`src/rtl/sfx_mixer_apu_if.sv`:
```
// Bundle between the game core and the sound-effect mixer: event inputs, per-channel
// tone settings, the mute control and the mixed audio outputs.
interface sfx_mixer_apu_if #(
  parameter int NUM_CH   = 3,
  parameter int PERIOD_W = 12,
  parameter int VOL_W    = 4,
  parameter int DUR_W    = 6
);
  localparam int LVL_W = VOL_W + $clog2(NUM_CH);

  logic [NUM_CH-1:0]          trigger;
  logic                       frame_tick;
  logic [NUM_CH*PERIOD_W-1:0] ch_period;
  logic [NUM_CH*DUR_W-1:0]    ch_dur;
  logic                       mute;
  logic [NUM_CH-1:0]          active;
  logic [LVL_W-1:0]           level;
  logic                       sound;

  modport master (
    output trigger, frame_tick, ch_period, ch_dur, mute,
    input  active, level, sound
  );

  modport slave (
    input  trigger, frame_tick, ch_period, ch_dur, mute,
    output active, level, sound
  );
endinterface

```
`src/rtl/sfx_mixer_apu.sv`:
```
// Multi-channel square-tone sound-effect generator with sustain/decay envelopes,
// a registered amplitude mixer and a first-order sigma-delta 1-bit output.
module sfx_mixer_apu #(
  parameter int NUM_CH   = 3,
  parameter int PERIOD_W = 12,
  parameter int VOL_W    = 4,
  parameter int DUR_W    = 6
) (
  input  logic             clk,
  input  logic             reset,
  sfx_mixer_apu_if.slave   bus
);
  localparam int LVL_W = VOL_W + $clog2(NUM_CH);
  localparam logic [VOL_W-1:0] VMAX = '1;

  localparam logic [0:0] ST_IDLE = 1'b0;
  localparam logic [0:0] ST_PLAY = 1'b1;

  logic [NUM_CH-1:0]   trig_q;
  logic [NUM_CH-1:0]   rise;
  logic [0:0]          state   [NUM_CH];
  logic [DUR_W-1:0]    dur_cnt [NUM_CH];
  logic [VOL_W-1:0]    vol     [NUM_CH];
  logic [PERIOD_W-1:0] phase   [NUM_CH];
  logic [PERIOD_W-1:0] period  [NUM_CH];
  logic [DUR_W-1:0]    dur_ld  [NUM_CH];
  logic [NUM_CH-1:0]   sq;
  logic [NUM_CH-1:0]   active;

  logic [LVL_W-1:0]    amp_sum;
  logic [LVL_W-1:0]    level;
  logic [LVL_W-1:0]    acc;
  logic [LVL_W:0]      acc_sum;
  logic                sound;

  assign rise = bus.trigger & ~trig_q;

  always_comb begin
    for (int i = 0; i < NUM_CH; i++) begin
      period[i] = bus.ch_period[i*PERIOD_W +: PERIOD_W];
      dur_ld[i] = bus.ch_dur[i*DUR_W +: DUR_W];
      active[i] = (state[i] == ST_PLAY);
    end
  end

  // Channel stage: edge detect, tone phase and envelope per channel
  always_ff @(posedge clk) begin
    if (reset) begin
      trig_q <= '1;
      sq     <= '0;
      for (int i = 0; i < NUM_CH; i++) begin
        state[i]   <= ST_IDLE;
        dur_cnt[i] <= '0;
        vol[i]     <= '0;
        phase[i]   <= '0;
      end
    end else begin
      trig_q <= bus.trigger;
      for (int i = 0; i < NUM_CH; i++) begin
        if (rise[i]) begin
          // A fresh event wins over a coincident frame tick; a zero period stays silent.
          state[i]   <= ST_PLAY;
          dur_cnt[i] <= dur_ld[i];
          vol[i]     <= VMAX;
          phase[i]   <= '0;
          sq[i]      <= (period[i] != '0);
        end else if (state[i] == ST_PLAY) begin
          if (period[i] == '0) begin
            sq[i] <= 1'b0;
          end else if (phase[i] >= period[i] - PERIOD_W'(1)) begin
            phase[i] <= '0;
            sq[i]    <= ~sq[i];
          end else begin
            phase[i] <= phase[i] + PERIOD_W'(1);
          end

          if (bus.frame_tick) begin
            if (dur_cnt[i] != '0) begin
              dur_cnt[i] <= dur_cnt[i] - DUR_W'(1);
            end else if (vol[i] > VOL_W'(1)) begin
              vol[i] <= vol[i] - VOL_W'(1);
            end else begin
              vol[i]   <= '0;
              sq[i]    <= 1'b0;
              state[i] <= ST_IDLE;
            end
          end
        end else begin
          vol[i] <= '0;
          sq[i]  <= 1'b0;
        end
      end
    end
  end

  always_comb begin
    amp_sum = '0;
    for (int i = 0; i < NUM_CH; i++) begin
      if (state[i] == ST_PLAY && sq[i]) begin
        amp_sum = amp_sum + LVL_W'(vol[i]);
      end
    end
  end

  assign acc_sum = {1'b0, acc} + {1'b0, level};

  // Mixer and modulator stage: registered sum, then accumulator carry as the audio bit
  always_ff @(posedge clk) begin
    if (reset) begin
      level <= '0;
      acc   <= '0;
      sound <= 1'b0;
    end else begin
      level <= bus.mute ? '0 : amp_sum;
      acc   <= acc_sum[LVL_W-1:0];
      sound <= acc_sum[LVL_W];
    end
  end

  assign bus.active = active;
  assign bus.level  = level;
  assign bus.sound  = sound;
endmodule

```
`src/flat_wrapper.sv`:
```
// flat-port wrapper written by rule: the top's interface ports become plain ports
module sfx_mixer_apu_flat 
#(
  parameter int NUM_CH   = 3,
  parameter int PERIOD_W = 12,
  parameter int VOL_W    = 4,
  parameter int DUR_W    = 6
)
  (clk, reset, bus_trigger, bus_frame_tick, bus_ch_period, bus_ch_dur, bus_mute, bus_active, bus_level, bus_sound);
  sfx_mixer_apu_if #(.NUM_CH(NUM_CH), .PERIOD_W(PERIOD_W), .VOL_W(VOL_W), .DUR_W(DUR_W)) bus_i ();
  input  logic clk;
  input  logic reset;
  input wire logic [$bits(bus_i.trigger)-1:0] bus_trigger;
  input wire logic [$bits(bus_i.frame_tick)-1:0] bus_frame_tick;
  input wire logic [$bits(bus_i.ch_period)-1:0] bus_ch_period;
  input wire logic [$bits(bus_i.ch_dur)-1:0] bus_ch_dur;
  input wire logic [$bits(bus_i.mute)-1:0] bus_mute;
  output wire logic [$bits(bus_i.active)-1:0] bus_active;
  output wire logic [$bits(bus_i.level)-1:0] bus_level;
  output wire logic [$bits(bus_i.sound)-1:0] bus_sound;
  assign bus_i.trigger = bus_trigger;
  assign bus_i.frame_tick = bus_frame_tick;
  assign bus_i.ch_period = bus_ch_period;
  assign bus_i.ch_dur = bus_ch_dur;
  assign bus_i.mute = bus_mute;
  assign bus_active = bus_i.active;
  assign bus_level = bus_i.level;
  assign bus_sound = bus_i.sound;
  sfx_mixer_apu #(.NUM_CH(NUM_CH), .PERIOD_W(PERIOD_W), .VOL_W(VOL_W), .DUR_W(DUR_W)) u_core (.clk(clk), .reset(reset), .bus(bus_i));
endmodule
```
`config.mk`:
```
export PLATFORM = sky130hd
export DESIGN_NAME = sfx_mixer_apu_flat
export DESIGN_NICKNAME = d
export VERILOG_FILES = /design/src/rtl/sfx_mixer_apu_if.sv /design/src/rtl/sfx_mixer_apu.sv /design/src/flat_wrapper.sv
export SDC_FILE = /design/constraint.sdc
export NUM_CORES = 1
export LEC_CHECK = 0
export BUFFER_PORTS_ARGS = -buffer_cell sky130_fd_sc_hd__clkbuf_2
export CORE_UTILIZATION = 40
export DETAILED_ROUTE_END_ITERATION = 8
export MAX_ROUTING_LAYER = met4
export SKIP_LAST_GASP = 1
export SYNTH_ARGS = -nofsm -noshare
export SYNTH_HDL_FRONTEND = slang
export SYNTH_SLANG_ARGS = --single-unit
```
`constraint.sdc`:
```
create_clock -name clk -period 7.94 [get_ports clk]
set_clock_uncertainty 0.2 [all_clocks]
set_input_delay 0.397 -clock clk [delete_from_list [all_inputs] [get_ports clk]]
set_output_delay 0.397 -clock clk [all_outputs]
set_load 0.01 [all_outputs]
```
* After elaboration in Yosys (flattened, before gate mapping)
Memory sizes are Yosys's and may differ from the RTL's.
Cells that the tools add are included.
** Word-level totals
- Bits in latches :: 0
- Bits in writable memories :: 69
- Logic and storage cells :: 257
- Register bits after elaboration :: 19
- Bits in read-only memories :: 0
- Memories kept :: 4
- Output and inout port bits :: 10
- Input port bits :: 61
** Operators by class
- Muxes and demuxes :: 176
- Bitwise gates (word level) :: 38
- Order comparisons :: 6
- Div/mod/pow operators :: 0
- Multiply operators :: 0
- Reduce and logical (&&, ||, !) cells :: 13
- Equality and inequality tests :: 0
- Shifts and indexed selects :: 0
- Add/subtract/negate cells :: 15
** Memories
- u_core.phase :: words 3, width 12, rd ports 3, clocked after memory_dff 0, write ports 3, RTL line sfx_mixer_apu.sv:24 : logic [PERIOD_W-1:0] phase [NUM_CH];
- u_core.dur_cnt :: words 3, width 6, rd ports 3, clocked after memory_dff 0, write ports 3, RTL line sfx_mixer_apu.sv:22 : logic [DUR_W-1:0] dur_cnt [NUM_CH];
- u_core.vol :: words 3, width 4, rd ports 3, clocked after memory_dff 0, write ports 3, RTL line sfx_mixer_apu.sv:23 : logic [VOL_W-1:0] vol [NUM_CH];
- u_core.state :: words 3, width 1, rd ports 3, clocked after memory_dff 0, write ports 3, RTL line sfx_mixer_apu.sv:21 : logic [0:0] state [NUM_CH];
** Operator list (number)
- 2-to-1 mux 1 bit :: 146
- 2-to-1 mux 12 bit :: 9
- 2-to-1 mux 4 bit :: 13
- 2-to-1 mux 6 bit :: 8
- adder 12 x 1 -> 12 bit, second input constant :: 3
- greater-or-equal comparator 12 bit :: 3
- logical NOT 12 bit :: 3
- nonzero test 12 bit :: 3
- subtractor 12 x 1 -> 12 bit, second input constant :: 3
- OR 1 bit :: 33
- nonzero test 6 bit :: 3
- subtractor 6 x 1 -> 6 bit, second input constant :: 3
- greater-than comparator 4 x 1 -> 1 bit, second input constant :: 3
- subtractor 4 x 1 -> 4 bit, second input constant :: 3
- adder 6 x 6 -> 7 bit :: 1
- adder 6 x 4 -> 6 bit :: 1
- adder 4 x 4 -> 5 bit :: 1
- AND 3 bit :: 1
- logical AND 1 bit :: 3
- NOT 1 bit :: 3
- NOT 3 bit :: 1
- OR reduction 2 bit :: 1

* Depth between registers and ports, before layout
An unclocked memory read counts as a cell.
- Word-level depth :: 12
- Depth in mapped cells :: 13
- Gate-level depth less buffers :: 12

* Worst setup path before layout
Ideal clock, no wire load.
- Kind :: input-to-reg
- Start :: in bus_ch_period[29]
- End :: mem u_core.phase[2][6], data pin
- Data arrival time :: 2.640 ns
- Data required time :: 7.486 ns
- Path slack :: 4.846 ns
- Path buffers :: 1
- Stages on the path :: 11
- Setup time :: 0.254 ns
- Cells stage by stage :: nor4_4 -> nand2_1 -> or3_1 -> nor3_1 -> xnor2_1 -> ha_1 -> nand4_1 -> o41ai_1 -> or3_4 -> buf_6 -> nor2_1
** RTL lines
- start: declaration :: RTL line flat_wrapper.sv:15 : input wire logic [$bits(bus_i.ch_period)-1:0] bus_ch_period;
- end: declaration :: RTL line sfx_mixer_apu.sv:24

==> impl_metrics.ini <==
[logic_synthesis]
synth_top_cell_area_share = 0.3191
ys_seq_area_frac = 0.3816
ys_seq_elements = 88
syn_avg_cell_area_sq_um = 9.624
synthTopCellsByArea = edfxtp_1 (32%), ha_1 (13%), xnor2_1 (7.3%)
synth.most_common_cell = nor2_1
async_flop_share = 0
ys.flop_type = edfxtp_1
synthesis.nets = 797
synth_edf_count = 68
yosysWarnings = 0
syn_inst = 665
synth_cell_type_count = 66
yosysTopAreaCell = edfxtp_1
syn_area_sq_um = 6400
synth_commonest_cells = nor2_1 (95), edfxtp_1 (68), ha_1 (68)

[critical_path]
critPathLaunchType = input pin
crit_type = in -> reg
path_max_fanout = 12
critPathMaxStageDelay_ps = 680
cp.arrival_ps = 3150
cp-end-kind = flop
cp.required_ps = 7840
worstPathCellList = clkbuf_2, nor4_4, nand2_1, or3_1, nor3_1, xnor2_1, ha_1, nand4_1, o41ai_1, or3_4, nor2_1
cp_slowest_cell = o41ai_1

[clock_tree]
clkLatencyLatePin_ps = 340
cts_buffers = 9
clk_pin_slew_ps = 70
cts_resized = 0
cts_sinks = 88
cts_tree = yes
cts_max_level = 3
clockRootBuffer = clkbuf_16
cts_setup_buffers = 0
cts_buffer_depth = 2
holdBufCountCts = 0

[routing]
vias_per_cell = 5.168
drtPass1Iterations = 4
drc_errors = 0
vias = 4910
wire_per_inst_um = 13.92
drtIter0Drc = 240
wl_um = 13220
drtAntennaViolNets = 0

[floorplan]
die_h_um = 128.5
ios = 71
die_w_um = 128.5
fp-row-count = 45
die_area_sq_um = 16510
core_area_sq_um = 15430
initial_core_util = 0.4148

[place]
post-place-ws_ps = 4380
post_dp_cell_area_sq_um = 6937
hpwl_um = 10350
gp_congestion = 0.8551
portBuffers = 70

[global_routing]
grt_use_total = 0.1781
gr-usage-met2 = 0.2963
antenna_found_initial = 0
grt_pass1_vias = 4935
overflow = 0
grtUsageMet1 = 0.2174
grt_busiest_layer = met2
grt_pass1_wl_um = 22600
grt_max_degree = 22
met3_usage = 0.03617

[sta]
fin_crit_sh = 0.4097
slew_viol_final = 0
worst_slack_ps = 4687
tns_ps = 0
fmax_mhz = 307.4
hold_viol_final = 0
worst_pin_slew_ps = 992.4
min_period_ps = 3253
setup_violations = 0
slew_headroom = 0.3334
rsz0062_at_grt = no

[layout]
antenna_cells = 0
area_delta_synth_final_pct = 13.14
nNetsFinal = 866
ff_latch_area_sq_um = 2442
drive_above_1_share = 0.1502
multiInputGateArea_sq_um = 3749
fillers = 1497
fin_area_sq_um = 7241

[flow_run]
cap_violations = 0

[min_path]
hold_path_class = in -> reg

[pwr]
peakVddDrop_mv = 0.09995
leakagePower_nw = 2.993
p_per_area_nw_per_um2 = 171.5

[run_status]
run_status = complete, no violations
## report_power, final
group | total (mW) | switching (mW) | internal (mW)
combinational | 0.231 | 0.126 | 0.105
sequential | 0.584 | 0.0424 | 0.542
clock | 0.427 | 0.177 | 0.250
## layout make-up
class                   count  area share
clock buffers              13     0.03888
clock inverters             3    0.003110
inverters                  33     0.01711
multi-input cells         531      0.5177
flip-flops and latches     88      0.3373
well taps                 211     0.03646
repair buffers             71     0.04942
## path summary, 6_finish.rpt
kind,startpoint,end,slack [ps],cells after the start
max,bus_ch_period[29],u_core.phase[2][8],4690,11
min,bus_trigger[2],u_core.trig_q[2],60,2
max reg2reg,u_core.state[0],u_core.bus.level[4],4870,10
min reg2reg,u_core.acc[0],u_core.acc[0],360,2
## stage by stage
step | util | cells | total power, mW | hold slack, ps
final | 0.4693 | 950 | 1.242 | 60.20
after global routing | 0.4693 | 950 | 1.309 | 57.82
after CTS | 0.4693 | 950 | 1.255 | 48.01
after detailed placement | 0.4496 | 934 | 0.8247 | 351.9
after global placement | 0.4496 | 934 | 0.8132 | 341.0
after floorplan | - | 665 | 0.7529 | 296.0
## routing by layer
metal / up-vias / part of all wire
met5: - / 0
met4: 0 / 0.012
met3: 15 / 0.030
met2: 75 / 0.48
met1: 2301 / 0.47
li1: 2519 / -
## layout by cell type, fill, tap and decap left out, types with 4 or more instances in the layout
cell	instances
nand2b_1	12
edfxtp_1	68
xor2_1	33
nand4_1	9
a211oi_1	12
nand2_1	50
nor2_1	95
or3_1	5
inv_1	33
xnor2_1	53
or2_2	4
and2_1	4
nor4_1	5
a21o_1	10
clkbuf_16	10
nor3_1	19
nand3_1	27
o21ai_0	16
a21oi_1	33
ha_1	68
dfxtp_1	20
nor2b_1	6
and3_1	10
o22ai_1	5
clkbuf_2	70
## kinds of logic after synthesis
| logic type | count (synthesis) | share of synthesized area |
|---|---|---|
| flops | 88 | 0.3816 |
| buf+inv | 46 | 0.03265 |
| xor+xnor | 86 | 0.1177 |
| mux | 6 | 0.009970 |
| simple gates | 266 | 0.2123 |
| fa+ha+maj | 71 | 0.1423 |
| compound gates | 102 | 0.1034 |
## worst max-delay path: cells and delay by family
kind	cells	cell delay [ps]
buffers and inverters	1	120
AOI/OAI and AO/OA	1	680
and+or+nand+nor	7	1540
xor gates and xnor gates	1	100
adders and majority gates	1	300
## flip-flops by register name, summed over array words and instances (netlist names)
| signal | count |
|---|---|
| u_core.vol | 12 |
| u_core.sq | 3 |
| u_core.trig_q | 3 |
| u_core.phase | 36 |
| u_core.acc | 6 |
| u_core.bus.level | 6 |
| u_core.dur_cnt | 18 |
| u_core.state | 3 |
| u_core.bus.sound | 1 |
(Power assumes the default switching activity.)
